===== config.mk =====
export PLATFORM = sky130hd
export DESIGN_NAME = cache_arbiter
export DESIGN_NICKNAME = d
export VERILOG_FILES = /design/src/rtl/cache_arbiter.sv
export SDC_FILE = /design/constraint.sdc
export NUM_CORES = 1
export LEC_CHECK = 0
export BUFFER_PORTS_ARGS = -buffer_cell sky130_fd_sc_hd__buf_2
export CAP_MARGIN = 25
export CORE_MARGIN = 2
export CORE_UTILIZATION = 40
export CTS_CLUSTER_SIZE = 30
export DETAILED_ROUTE_END_ITERATION = 12
export PLACE_DENSITY = 0.73
export SETUP_SLACK_MARGIN = 0.4
export SLEW_MARGIN = 40
export SYNTH_ARGS = -nofsm -noshare
export SYNTH_HDL_FRONTEND = slang
export SYNTH_SLANG_ARGS = --single-unit

===== constraint.sdc =====
create_clock -name clock -period 2.9 [get_ports clock]
set_input_delay 0.58 -clock clock [delete_from_list [all_inputs] [get_ports clock]]
set_output_delay 0.58 -clock clock [all_outputs]
set_load 0.1 [all_outputs]

===== src/rtl/cache_arbiter.sv =====
// Two-client arbiter (display fetcher, host port) in front of the byte cache.
// Define ARB_ROUND_ROBIN_EN to alternate grants instead of display priority with a starvation limit.
module cache_arbiter #(
  parameter int unsigned STARVE_LIMIT = 8,
  parameter int unsigned ADDR_W       = 24
) (
  input  logic              clock,
  input  logic              reset,
  input  logic              d_req,
  input  logic [ADDR_W-1:0] d_addr,
  output logic              d_ack,
  output logic [7:0]        d_rdata,
  input  logic              h_req,
  input  logic              h_we,
  input  logic [ADDR_W-1:0] h_addr,
  input  logic [7:0]        h_wdata,
  input  logic              h_bypass,
  input  logic              h_combine,
  output logic              h_ack,
  output logic [7:0]        h_rdata,
  output logic              c_enable,
  output logic              c_read,
  output logic              c_read_en,
  output logic              c_write_en,
  output logic              c_bypass,
  output logic              c_combine,
  output logic [ADDR_W-1:0] c_address,
  output logic [ADDR_W-1:0] c_raw_address,
  output logic [7:0]        c_data_in,
  input  logic              c_busy,
  input  logic [7:0]        c_data_out,
  output logic              owner,
  output logic [1:0]        arb_state
);

  localparam logic [7:0] LIMIT = 8'(STARVE_LIMIT);

  typedef enum logic [1:0] {
    IDLE   = 2'd0,
    ISSUE  = 2'd1,
    SETTLE = 2'd2,
    WAIT   = 2'd3
  } state_t;

  state_t     state, state_nx;
  logic [7:0] starve_ctr, starve_nx;
  logic       grant, grant_host, done;
  logic       host_combine;

  assign host_combine = h_bypass & h_combine & h_we;
  assign arb_state    = state;

  always_comb begin
    state_nx   = state;
    starve_nx  = starve_ctr;
    grant      = 1'b0;
    grant_host = 1'b0;
    done       = 1'b0;
    case (state)
      IDLE: begin
        // An ack is still showing during the first IDLE cycle; holding off here forms the gap cycle.
        if (!d_ack && !h_ack && (d_req || h_req)) begin
          grant    = 1'b1;
          state_nx = ISSUE;
`ifdef ARB_ROUND_ROBIN_EN
          grant_host = h_req && (!d_req || !owner);
`else
          grant_host = h_req && (!d_req || starve_ctr == LIMIT);
`endif
        end
`ifdef ARB_ROUND_ROBIN_EN
        starve_nx = '0;
`else
        if (!h_req || grant_host) starve_nx = '0;
        else if (grant && starve_ctr != LIMIT) starve_nx = starve_ctr + 8'd1;
`endif
      end
      ISSUE:  state_nx = SETTLE;
      SETTLE: begin
        state_nx = c_busy ? WAIT : IDLE;
        done     = !c_busy;
      end
      WAIT: begin
        if (!c_busy) begin
          state_nx = IDLE;
          done     = 1'b1;
        end
      end
      default: state_nx = IDLE;
    endcase
  end

  always_ff @(posedge clock) begin
    if (reset) begin
      state         <= IDLE;
      starve_ctr    <= '0;
      c_enable      <= 1'b0;
      c_read        <= 1'b0;
      c_read_en     <= 1'b0;
      c_write_en    <= 1'b0;
      c_bypass      <= 1'b0;
      c_combine     <= 1'b0;
      c_address     <= '0;
      c_raw_address <= '0;
      c_data_in     <= '0;
      d_ack         <= 1'b0;
      h_ack         <= 1'b0;
      d_rdata       <= '0;
      h_rdata       <= '0;
      owner         <= 1'b0;
    end else begin
      state      <= state_nx;
      starve_ctr <= starve_nx;
      c_enable   <= grant;
      d_ack      <= done && !owner;
      h_ack      <= done && owner;
      if (grant) begin
        owner <= grant_host;
        if (grant_host) begin
          c_read        <= !h_we;
          c_read_en     <= !h_we;
          c_write_en    <= h_we;
          c_bypass      <= h_bypass;
          c_combine     <= host_combine;
          c_address     <= host_combine ? {1'b0, h_addr[ADDR_W-1:1]} : h_addr;
          c_raw_address <= h_addr;
          c_data_in     <= h_wdata;
        end else begin
          c_read        <= 1'b1;
          c_read_en     <= 1'b1;
          c_write_en    <= 1'b0;
          c_bypass      <= 1'b0;
          c_combine     <= 1'b0;
          c_address     <= d_addr;
          c_raw_address <= d_addr;
        end
      end
      if (state == WAIT && !c_busy && c_read) begin
        if (owner) h_rdata <= c_data_out;
        else       d_rdata <= c_data_out;
      end
    end
  end

endmodule


==> results summary <==
The global placement routability congestion came out at 0.835. The end of the worst register-to-register path is c_raw_address[23]. The simple-gate area share of the yosys netlist came out at 16.9%. The end point of the worst hold path is h_ack. The area share of the largest cell type after synthesis came out at 48.3%.

The DRC marker count from the first detailed-route iteration came out at between 90 and 100. The detail-routed net length per standard cell came out at 16.4 um. The path class of the tightest hold or removal check is primary input to flop. After synthesis, the largest family of logic cells by area is simple AND/OR/NAND/NOR gates. Hold timing on the final database bottoms out at a slack of 0.438 ns. The number of iterations in the first detailed-routing pass came out at 4. The post-route cell area is slightly below 0.005 mm2.

In this run the critical register-to-register path is launched from starve_ctr[2]. The vertical die dimension came out at 101 um. After Yosys synthesis, XOR and XNOR cells account for roughly 1.6% of the synthesized area. By count the netlist is led by sky130_fd_sc_hd__dfxtp_1 (90), sky130_fd_sc_hd__a221o_1 (46), sky130_fd_sc_hd__nor2_1 (30). During synthesis, Yosys emitted a total of 0 warnings. Detailed routing inserted a total of about 3300 vias. The floorplan has 35 rows. The core box area is between 0.009 and 0.01 mm2. Of all nets on the critical path, the largest fanout is 7. The number of synthesized flops with an enable pin is 0. The worst vdd rail ir drop came out at between 0.0003 and 0.0004 V.

Of all flip-flops after synthesis, the portion carrying an async set or reset was 0%. STA classifies the critical path startpoint as a flop. The register-to-register setup slack came out at around 0.59 ns. The number of endpoints with negative hold slack in the final report came out at 0. The initial antenna violation count is 0. The tree is rooted in a sky130_fd_sc_hd__clkbuf_8. Yosys attributes the largest share of cell area to sky130_fd_sc_hd__dfxtp_1 (48%), sky130_fd_sc_hd__a221o_1 (12%), sky130_fd_sc_hd__mux2_2 (6.9%). The filler cell count in the final layout came out at roughly 830. The synthesized netlist devotes less than 1% of its cell area to adder and majority cells. The most used cell along the critical path is sky130_fd_sc_hd__or4b_4. Buffers placed on the I/O ports in this run total 154. For this design, the slowest cell found on the critical path is sky130_fd_sc_hd__or4b_4.

In the synthesized netlist, mux cells make up 13.4% of the area. The final cycle utilization of the critical path is 79.6%. The post-synthesis area per instance is roughly 11 um2.

The sequential fraction of the synthesis area is 48.3%. After clock tree synthesis, the setup repair step added 0 buffers. In this run the most critical hold path is launched from c_busy. The fraction of the mapped netlist area in compound gates is around 16%. The final setup TNS is 0 ns. The total count of max-transition violations in the final report came to 0.

Cells with a size suffix above 1 make up just over 40% of the layout. For this design the ratio of total power to cell area is about 690 mW/mm2. Setup violations remaining at the end of the flow were counted as 0. Headroom to the max-slew limit came out at between 40% and 50%. The width of the chip is about 100 um. The post-synthesis instance total is 345.

The cell area after synthesis came out at 0.00373 mm2. For the final database, setup skew stands at 0.0138 ns. The flow ran to the end, and the final reports show no timing, DRC or antenna violations. Data arrives at the worst endpoint at around 2.6 ns. The number of cell instances on the worst register-to-register path is 4. The data required time at the worst endpoint is around 3.2 ns. The post-detailed-routing wire length came out at roughly 10000 um. The minimum clock period after layout is approximately 2.3 ns.

The achievable frequency came out at ~430 MHz. The classification of the worst setup path is flop to flop. The post-synthesis net count is around 420. The detail route stage leaves a number of antenna-violating nets equal to 0. The area growth from synthesis to layout is 29.4%.

In this run the static leakage power is ~0.0022 uW. The buffer depth of the longest clock path came out at 2. Yosys instantiated no cell more often than sky130_fd_sc_hd__dfxtp_1. The cell count of the worst hold path is 2. The total die area is 0.0101 mm2. The mean number of vias per cell is 5.47. During I/O placement, the number of pins put on the boundary was between 150 and 200.

Traced cell by cell, the critical path runs through or4b_4 -> o41a_1 -> or4b_4 -> a211oi_1. The wire length of the first global-routing pass came out at 15600 um. In the synthesized netlist the dominant register cell turns out to be sky130_fd_sc_hd__dfxtp_1. After clock tree synthesis, the flow added hold-fix buffers numbering 0. The starting density of the core came out at 40.8%.

The number of distinct standard cells referenced by the synthesized netlist came out at 44. The clock latency reported for the late side of the worst-skew pair came out at roughly 0.35 ns. The antenna diode count is 0. The transition time at the pin with the least slew margin is 0.792 ns. TritonCTS built the clock tree. The total number of H-tree levels came out at 3. Entering global routing, the biggest net connects 50 pins. The final net count came out at around 570. CTS saw 90 sinks.

The overall global routing resource usage is just under 20%. The total congestion overflow after global routing came out at 0. The clock buffer count from CTS is 9.

STA classifies the critical path endpoint as a flop. The post-cts sizing count is 0. For this run, the slowest stage of the critical path takes about 0.56 ns. Setup repair after global routing left no endpoint under its margin. The post-synthesis cell type with the largest combined area is sky130_fd_sc_hd__dfxtp_1. The count of maximum capacitance violations came out at 0. The via count of the first global-routing pass is approximately 3200. The register bit count reported by yosys came out at 90. The post-DP HPWL came out at roughly 7200 um. The cell area after placement came out at 0.00465 mm2. In the routed design, unresolved DRC markers number 0. The clock input transition at the sequential cells of the worst setup and hold paths is ~0.10 ns.
-- cell usage in the layout, fill, tap and decap left out, types with 2 or more instances in the layout --
| master | count |
|---|---|
| sky130_fd_sc_hd__nand2_1 | 6 |
| sky130_fd_sc_hd__inv_6 | 3 |
| sky130_fd_sc_hd__nand2b_1 | 19 |
| sky130_fd_sc_hd__and3_1 | 3 |
| sky130_fd_sc_hd__nor3b_1 | 24 |
| sky130_fd_sc_hd__o21ai_1 | 2 |
| sky130_fd_sc_hd__or4b_4 | 2 |
| sky130_fd_sc_hd__inv_1 | 5 |
| sky130_fd_sc_hd__ha_1 | 2 |
| sky130_fd_sc_hd__nor3_1 | 3 |
| sky130_fd_sc_hd__nand3_1 | 3 |
| sky130_fd_sc_hd__clkbuf_8 | 9 |
| sky130_fd_sc_hd__nand4_1 | 4 |
| sky130_fd_sc_hd__and4_1 | 2 |
| sky130_fd_sc_hd__a22o_1 | 2 |
| sky130_fd_sc_hd__a21oi_1 | 4 |
| sky130_fd_sc_hd__dfxtp_1 | 90 |
| sky130_fd_sc_hd__buf_2 | 154 |
| sky130_fd_sc_hd__nor4_2 | 2 |
| sky130_fd_sc_hd__a221o_1 | 46 |
| sky130_fd_sc_hd__mux2_2 | 23 |
| sky130_fd_sc_hd__mux2i_1 | 24 |
| sky130_fd_sc_hd__nor2_1 | 29 |
| sky130_fd_sc_hd__xor2_1 | 6 |
| sky130_fd_sc_hd__buf_4 | 4 |
-- cell type report --
cell class / instances / area [um2] / area share, %
multi-input combinational: 226 / 1830 / 37.9
inverter: 5 / 18.8 / 0.389
tap: 111 / 139 / 2.88
sequential: 90 / 1800 / 37.3
clock buffer: 10 / 128 / 2.64
timing repair buffer: 161 / 863 / 17.9
clock inverter: 6 / 47.5 / 0.985
-- critical path, delay by kind of cell, from the launching register on --
family / cells / cell delay [ns]
DFF: 1 / 0.37
AOI/OAI and AO/OA: 2 / 0.74
and+or+nand+nor: 2 / 1.11
-- kinds of logic (layout without fill, tap and decap cells) --
group | Yosys count | count (layout)
AOI/OAI and AO/OA | 64 | 64
xor gates and xnor gates | 7 | 7
adders and majority gates | 2 | 2
buffers and inverters | 29 | 182
DFF | 90 | 90
muxes | 47 | 47
and+or+nand+nor | 106 | 106
-- worst max-delay path by stage --
stage | start | endpoint | slack (ns)
detailed placement | arb_state[1] | c_raw_address[13] | 0.60
global route | arb_state[1] | c_raw_address[8] | 0.47
finish | starve_ctr[2] | c_raw_address[23] | 0.59
CTS | arb_state[1] | c_raw_address[13] | 0.59
global placement | reset | c_address[14] | 0.66
floorplan | arb_state[1] | c_address[10] | 0.40
-- routing by layer --
| layer | wire length [um] | global-route usage, % | vias to the layer above |
|---|---|---|---|
| met1 | 4400 | 25.2 | 1589 |
| li1 | - | - | 1599 |
| met3 | 592 | 4.16 | 18 |
| met4 | 195 | 8.11 | 0 |
| met5 | 0 | 0 | - |
| met2 | 4780 | 31.0 | 126 |
-- metrics by stage --
| step | setup slack (ns) | std cells | utilization [%] | power (uW) |
|---|---|---|---|---|
| 2_1_floorplan | 0.403 | 345 | - | 2320 |
| 3_3_place_gp | 0.662 | 591 | 50.4 | 2520 |
| 3_5_place_dp | 0.604 | 593 | 50.8 | 2550 |
| 4_1_cts | 0.588 | 609 | 52.7 | 3340 |
| 5_1_grt | 0.471 | 609 | 52.7 | 3440 |
| 6_report | 0.592 | 609 | 52.7 | 3310 |
-- registers in the layout, summed over array words and instances (netlist names), 2 cells and up --
register / count
c_address: 24
starve_ctr: 8
h_rdata: 8
arb_state: 2
c_data_in: 8
d_rdata: 8
c_raw_address: 24
-- power by group --
part / internal, uW / switching (uW) / leakage (uW) / total (uW)
Sequential: 1330 / 59.5 / 0.000736 / 1390
Clock: 322 / 469 / 0.0000877 / 791
Combinational: 237 / 893 / 0.00141 / 1130
(Power assumes the default switching activity.)
